File: src/rtl/mux_pkg.sv
// Shared definitions for the mux arbiter family: FSM state encoding and
// the elaboration-time legality check on the burst length.
package mux_pkg;

    typedef enum logic {
        ST_IDLE  = 1'b0,
        ST_GRANT = 1'b1
    } state_t;

    // A burst must be 1..255 and representable in a cw-bit beat counter.
    function automatic bit burst_ok(input int burst, input int cw);
        return (burst >= 1) && (burst <= 255) && (cw >= 1) && (cw < 31) &&
               (burst <= ((1 << cw) - 1));
    endfunction

endpackage

File: src/rtl/rr_pick2.sv
// Two-way priority pick: the sole requester wins, or prio breaks a tie.
module rr_pick2
    import mux_pkg::*;
(
    input  logic [1:0] req,
    input  logic       prio,
    output logic       any,
    output logic       winner
);

    always_comb begin
        any    = |req;
        winner = (req == 2'b11) ? prio : req[1];
    end

endmodule

File: src/rtl/mux_2x1_rr_arbiter.sv
// Round-robin arbiter with bounded bursts driving a registered mux select
// and a valid/ready handshake for the downstream stage.
module mux_2x1_rr_arbiter
    import mux_pkg::*;
#(
    parameter int BURST = 4,
    parameter int CW    = 8
) (
    input  logic       clk,
    input  logic       rst,
    input  logic [1:0] req,
    input  logic       out_ready,
    output logic       sel,
    output logic [1:0] gnt,
    output logic       out_valid,
    output logic       beat_done
);

    generate
        if (!burst_ok(BURST, CW)) begin : g_bad_burst
            $error("mux_2x1_rr_arbiter: BURST out of range for CW");
        end
    endgenerate

    localparam logic [CW-1:0] LAST_BEAT = CW'(BURST - 1);

    state_t          state_reg, state_next;
    logic [1:0]      gnt_reg, gnt_next;
    logic            sel_reg, sel_next;
    logic            prio_reg, prio_next;
    logic [CW-1:0]   cnt_reg, cnt_next;

    logic            pick_any;
    logic            pick_winner;
    logic [1:0]      pick_onehot;

    rr_pick2 u_pick (
        .req    (req),
        .prio   (prio_reg),
        .any    (pick_any),
        .winner (pick_winner)
    );

    generate
        for (genvar gi = 0; gi < 2; gi++) begin : g_onehot
            assign pick_onehot[gi] = (pick_winner == 1'(gi));
        end
    endgenerate

    assign out_valid = |(gnt_reg & req);
    assign beat_done = out_valid & out_ready;
    assign gnt       = gnt_reg;
    assign sel       = sel_reg;

    always_comb begin
        state_next = state_reg;
        gnt_next   = gnt_reg;
        sel_next   = sel_reg;
        prio_next  = prio_reg;
        cnt_next   = cnt_reg;
        case (state_reg)
            ST_IDLE: begin
                if (pick_any) begin
                    state_next = ST_GRANT;
                    gnt_next   = pick_onehot;
                    sel_next   = pick_winner;
                    cnt_next   = '0;
                end
            end
            ST_GRANT: begin
                // A dropped request ends the grant without counting a beat.
                if (!out_valid) begin
                    state_next = ST_IDLE;
                    gnt_next   = 2'b00;
                    prio_next  = ~sel_reg;
                    cnt_next   = '0;
                end else if (out_ready) begin
                    if (cnt_reg == LAST_BEAT) begin
                        state_next = ST_IDLE;
                        gnt_next   = 2'b00;
                        prio_next  = ~sel_reg;
                        cnt_next   = '0;
                    end else begin
                        cnt_next = cnt_reg + 1'b1;
                    end
                end
            end
            default: begin
                state_next = ST_IDLE;
                gnt_next   = 2'b00;
            end
        endcase
    end

    always_ff @(posedge clk) begin
        if (rst) begin
            state_reg <= ST_IDLE;
            gnt_reg   <= 2'b00;
            sel_reg   <= 1'b0;
            prio_reg  <= 1'b0;
            cnt_reg   <= '0;
        end else begin
            state_reg <= state_next;
            gnt_reg   <= gnt_next;
            sel_reg   <= sel_next;
            prio_reg  <= prio_next;
            cnt_reg   <= cnt_next;
        end
    end

endmodule

File: config.mk
export PLATFORM = sky130hd
export DESIGN_NAME = mux_2x1_rr_arbiter
export DESIGN_NICKNAME = d
export VERILOG_FILES = /design/src/rtl/mux_pkg.sv /design/src/rtl/rr_pick2.sv /design/src/rtl/mux_2x1_rr_arbiter.sv
export SDC_FILE = /design/constraint.sdc
export NUM_CORES = 1
export LEC_CHECK = 0
export ABC_AREA = 0
export BUFFER_PORTS_ARGS = -buffer_cell sky130_fd_sc_hd__buf_2
export CAP_MARGIN = 30
export CORE_AREA = 5 5 42 44
export CTS_BUF_LIST = sky130_fd_sc_hd__clkbuf_4
export CTS_CLUSTER_SIZE = 25
export DETAILED_ROUTE_END_ITERATION = 10
export DIE_AREA = 0 0 47 49
export GPL_TIMING_DRIVEN = 1
export HOLD_SLACK_MARGIN = 0.15
export PLACE_DENSITY = 0.7
export SLEW_MARGIN = 0
export SYNTH_ARGS = -nofsm -noshare
export SYNTH_HDL_FRONTEND = slang
export SYNTH_SLANG_ARGS = --single-unit
File: constraint.sdc
create_clock -name clk -period 3.2 [get_ports clk]
set_clock_uncertainty 0.05 [all_clocks]
set_input_delay 0.32 -clock clk [delete_from_list [all_inputs] [get_ports clk]]
set_output_delay 0.32 -clock clk [all_outputs]
set_load 0.005 [all_outputs]
* Yosys cells after proc, flatten, opt, wreduce, memory -nomap -nowiden *
Cells that the tools add are included.

storage, ports and cells
  flip-flop bits (word level) = 13
  input bits = 5
  output and inout bits = 5
  logic and storage cells = 43

operators by class
  add/sub/neg operators = 1
  equality and inequality tests = 7
  mux-type cells = 19
  bitwise gates (word level) = 5
  reductions and logical operators = 6

operator list
  cell                                                  count
  2-to-1 mux 8 bit                                      4
  case mux 8 bit (2 select lines)                       1
  adder 8 x 1 -> 8 bit (second input constant)          1
  equality test 8 x 2 -> 1 bit (second input constant)  1
  2-to-1 mux 1 bit                                      8
  2-to-1 mux 2 bit                                      4
  AND reduction 3 bit                                   2
  != test 2 bit (second input constant)                 2
  case mux 2 bit (2 select lines)                       1
  AND reduction 2 bit                                   2
  OR reduction 2 bit                                    2
  != test 3 x 2 -> 1 bit (second input constant)        1
  != test 3 bit (second input constant)                 1
  inverter 1 bit                                        3
  bitwise AND 2 bit                                     1
  equality test 2 bit (second input constant)           1
  != test 2 x 1 -> 1 bit (second input constant)        1
  case mux 1 bit (2 select lines)                       1
  bitwise AND 1 bit                                     1

* Depth between registers and ports, before layout *
  word-level depth = 5
  gate-level depth with buffers = 5

* By module *
Synthesis repeated with hierarchy kept, for this count alone.

second synthesis, totals
  cells, all modules = 74
  area, all modules = 653.1 sq um

modules (own cells, without submodules)
  module              instances  cells each  area an instance (sq um)
  mux_2x1_rr_arbiter  1          71          635.6
  rr_pick2            1          3           17.5

* Worst setup path before layout *
OpenSTA, ideal clock, no wires.

  path type = register to register
  start point = reg cnt_reg[0]
  end point = reg cnt_reg[0]
  library setup time = 126 ps
  data arrival time = 1361 ps
  data required time = 3024 ps
  path slack = 1663 ps
  stages on the path, launching flop included = 6
  buffers on the path = 0
  clock period less this slack = 1537 ps
  cells stage by stage = dfxtp_1 -> ha_1 -> nor4bb_1 -> a211oi_1 -> o21bai_2 -> nor2_1

on the way
  word-level cells in the longest chain between the ends = 5

RTL lines
  element                                                                      line                                                source
  from (decl)                                                                  mux_2x1_rr_arbiter.sv:31                            logic [CW-1:0] cnt_reg, cnt_next;
  from (signal assigned)                                                       mux_2x1_rr_arbiter.sv:107                           cnt_reg <= cnt_next;
  adder 8 x 1 -> 8 bit / equality test 8 x 2 -> 1 bit (equally long branches)  mux_2x1_rr_arbiter.sv:84, mux_2x1_rr_arbiter.sv:78
  2-to-1 mux 8 bit (*)                                                         mux_2x1_rr_arbiter.sv:78                            if (cnt_reg == LAST_BEAT) begin
  2-to-1 mux 8 bit (*)                                                         mux_2x1_rr_arbiter.sv:77                            end else if (out_ready) begin
  2-to-1 mux 8 bit (*)                                                         mux_2x1_rr_arbiter.sv:72                            if (!out_valid) begin
  case mux 8 bit (2 select lines) (*)                                          mux_2x1_rr_arbiter.sv:61                            case (state_reg)

Mark *: on every way between the ends. The rest lies on a longest branch, timed or not. The select of a mux whose other input is x is not followed.
A chain may end at the register's enable or synchronous reset.

* Worst setup path after layout *
Same ends and word-level chain as after synthesis.

==> results_dict.tcl <==
set metrics [dict create \
    status "complete, no violations" \
    ys_types 26 \
    wl_met2_um 617 \
    core-area_um2 1400 \
    holdBufCountCts 0 \
    syn_inst 73 \
    critPathLaunchType "register" \
    endpoint_kind "register" \
    layoutNonFillerInstCount 102 \
    design_area_um2 744 \
    die_x_um 47 \
    min_path_type "primary input to register" \
    syn_nets 79 \
    area_delta_synth_final_pct 14.6 \
    crit_type "register to register" \
    timing_hold_violations_final 0 \
    port_buffers 9 \
    fill_cells 138 \
    num_rows 14 \
    clock.fmax_mhz 542 \
    power.density_nw_per_um2 431 \
    drive_above_1_share_pct 25.6 \
    cts_root_buf "clkbuf_4" \
    netlist_area_um2 649 \
    drc_errors 0 \
    top_layer "met4" \
    first_pass_iters 4 \
    dr_wl_met3_um 36 \
    vias_per_cell 5.61 \
    antenna_found_initial 0 \
    diodes 0 \
    hold_slack_ns 0.236 \
    cts.sinks 13 \
    vdd_drop_max_uv 255 \
    nets 93 \
    gp_congestion 0.779 \
    wl_met1_um 570 \
    post-cts-setup-buffers 0 \
    maxCapViolCount 0 \
    setup_viol 0 \
    synth_ff_type "dfxtp_1" \
    cp_slowest_cell "nor4bb_1" \
    dpl.cell_count 98 \
    avgSynthCellArea_um2 8.90 \
    routed_wl_mm 1.25 \
    critPathRequiredTime_ns 3.30 \
    slew_viol_final 0 \
    grt_start_max_net_pins 11 \
    ant_nets 0 \
    start_util_pct 46.3 \
    clock_latency_ns 0.27 \
    seq_area_frac_synth_pct 40.1 \
    die_area_um2 2300 \
    slowest_delay_ns 0.42 \
    cp.arrival_ns 1.95 \
    cp_max_fo 8 \
    finish.utilization_pct 53.1 \
    num_vias 572 \
    p_leak_nw 0.287 \
    grt_first_pass_wirelength_mm 2.21 \
    grtUsageTotal_pct 12.7 \
    largest_reg_flops 8 \
    yosysTopAreaCell "dfxtp_1" \
    place_area_um2 714 \
    min_period_ns 1.84 \
    dp_hpwl_um 976 \
    clock_path_buffers 2 \
    relSlewSlack_pct 71.7 \
    cts_buffers 3 \
    first_global_vias 545 \
    ys_ff_latch 13 \
    rsz0062_at_grt "no" \
    crit_chain "ha_1 -> nor4bb_1 -> a211oi_1 -> o21bai_2 -> nor2_1" \
    setup_tns_ns 0 \
    grt.overflow.total 0 \
    htree_levels 1 \
    synth-async-reset-ratio_pct 0 \
    fin_crit_sh_pct 57.6 \
    tightest_slew_ns 0.422 \
    drt_iter0_drc 6 \
    cts_resized 0 \
    yosys-top-cells-area "dfxtp_1 (40%), a21oi_1 (6.9%), o21ai_0 (6.2%), or3_2 (4.6%), nand2_1 (3.5%)" \
    clk_pin_slew_ns 0.08 \
    yosysWarnings 0 \
    synth_top_area_share_pct 40.1 \
    die_h_um 49 \
    pin_count 10 \
    wl_per_cell_um 12.3 \
    synth_edf_count 0 \
    cts_tree "yes" \
]
==> kinds of logic (layout without fill, tap and decap cells) <==
family	count (synthesis)	count (layout)	share of synthesized area, %
AOI/OAI and AO/OA	26	26	28.5
xor gates and xnor gates	2	2	2.70
adders and majority gates	1	1	1.93
buffers and inverters	3	16	1.73
DFF	13	13	40.1
muxes	1	1	1.54
and+or+nand+nor	27	27	23.5
==> per-stage QoR <==
step | power [mW] | setup slack, ns
floorplan | 0.202 | 1.66
global placement | 0.216 | 1.48
detailed placement | 0.217 | 1.44
CTS | 0.326 | 1.36
global route | 0.338 | 1.14
finish | 0.321 | 1.36
==> layer usage <==
metal | global-route usage [%] | up-vias
li1 | - | 300
met3 | 2.21 | 4
met1 | 15.8 | 261
met5 | 0 | -
met2 | 19.9 | 7
met4 | 6.91 | 0
==> critical path, delay by kind of cell (launching register included) <==
kind            cells  cell delay (ns)
flops               1             0.41
fa+ha+maj           1             0.22
compound gates      2             0.54
simple gates        2             0.51
==> final cells by class <==
cell class	instances	area [um2]	share of cell area, %
multi-input combinational	57	378	50.8
clock buffer	4	30.0	4.03
tap	16	20.0	2.69
timing repair buffer	9	45.0	6.05
inverter	3	11.3	1.51
sequential	13	260	35.0
==> report_power, final <==
group	internal, mW	switching [mW]	leakage [nW]
Combinational	0.0165	0.0221	0.163
Sequential	0.168	0.00643	0.106
Clock	0.0568	0.0506	0.0184
==> cells in the mapped netlist, drive strengths merged (2+ instances only) <==
master,instances
nand4,2
or3,4
nor3,2
inv,3
nand2,6
a21oi,9
dfxtp,13
or4,2
nor2,6
xor2,2
o211ai,2
o21ai,8
o31ai,2
==> layout by cell type (no fill, tap or decap), drive strengths merged, types with 3 or more instances in the layout <==
cell type	synthesis	layout
nand2	6	6
a21oi	9	9
clkbuf	0	4
or3	4	4
buf	0	9
nor2	6	6
dfxtp	13	13
inv	3	3
o21ai	8	8
==> worst paths after layout <==
kind	from	endpoint	cells after the start	slack, ns
max	cnt_reg[0]	cnt_reg[0]	5	1.36
min	rst	sel	2	0.24
max reg2reg	cnt_reg[0]	cnt_reg[0]	5	1.36
min reg2reg	sel	prio_reg	1	0.43
Power figures use the tool's default switching activity.
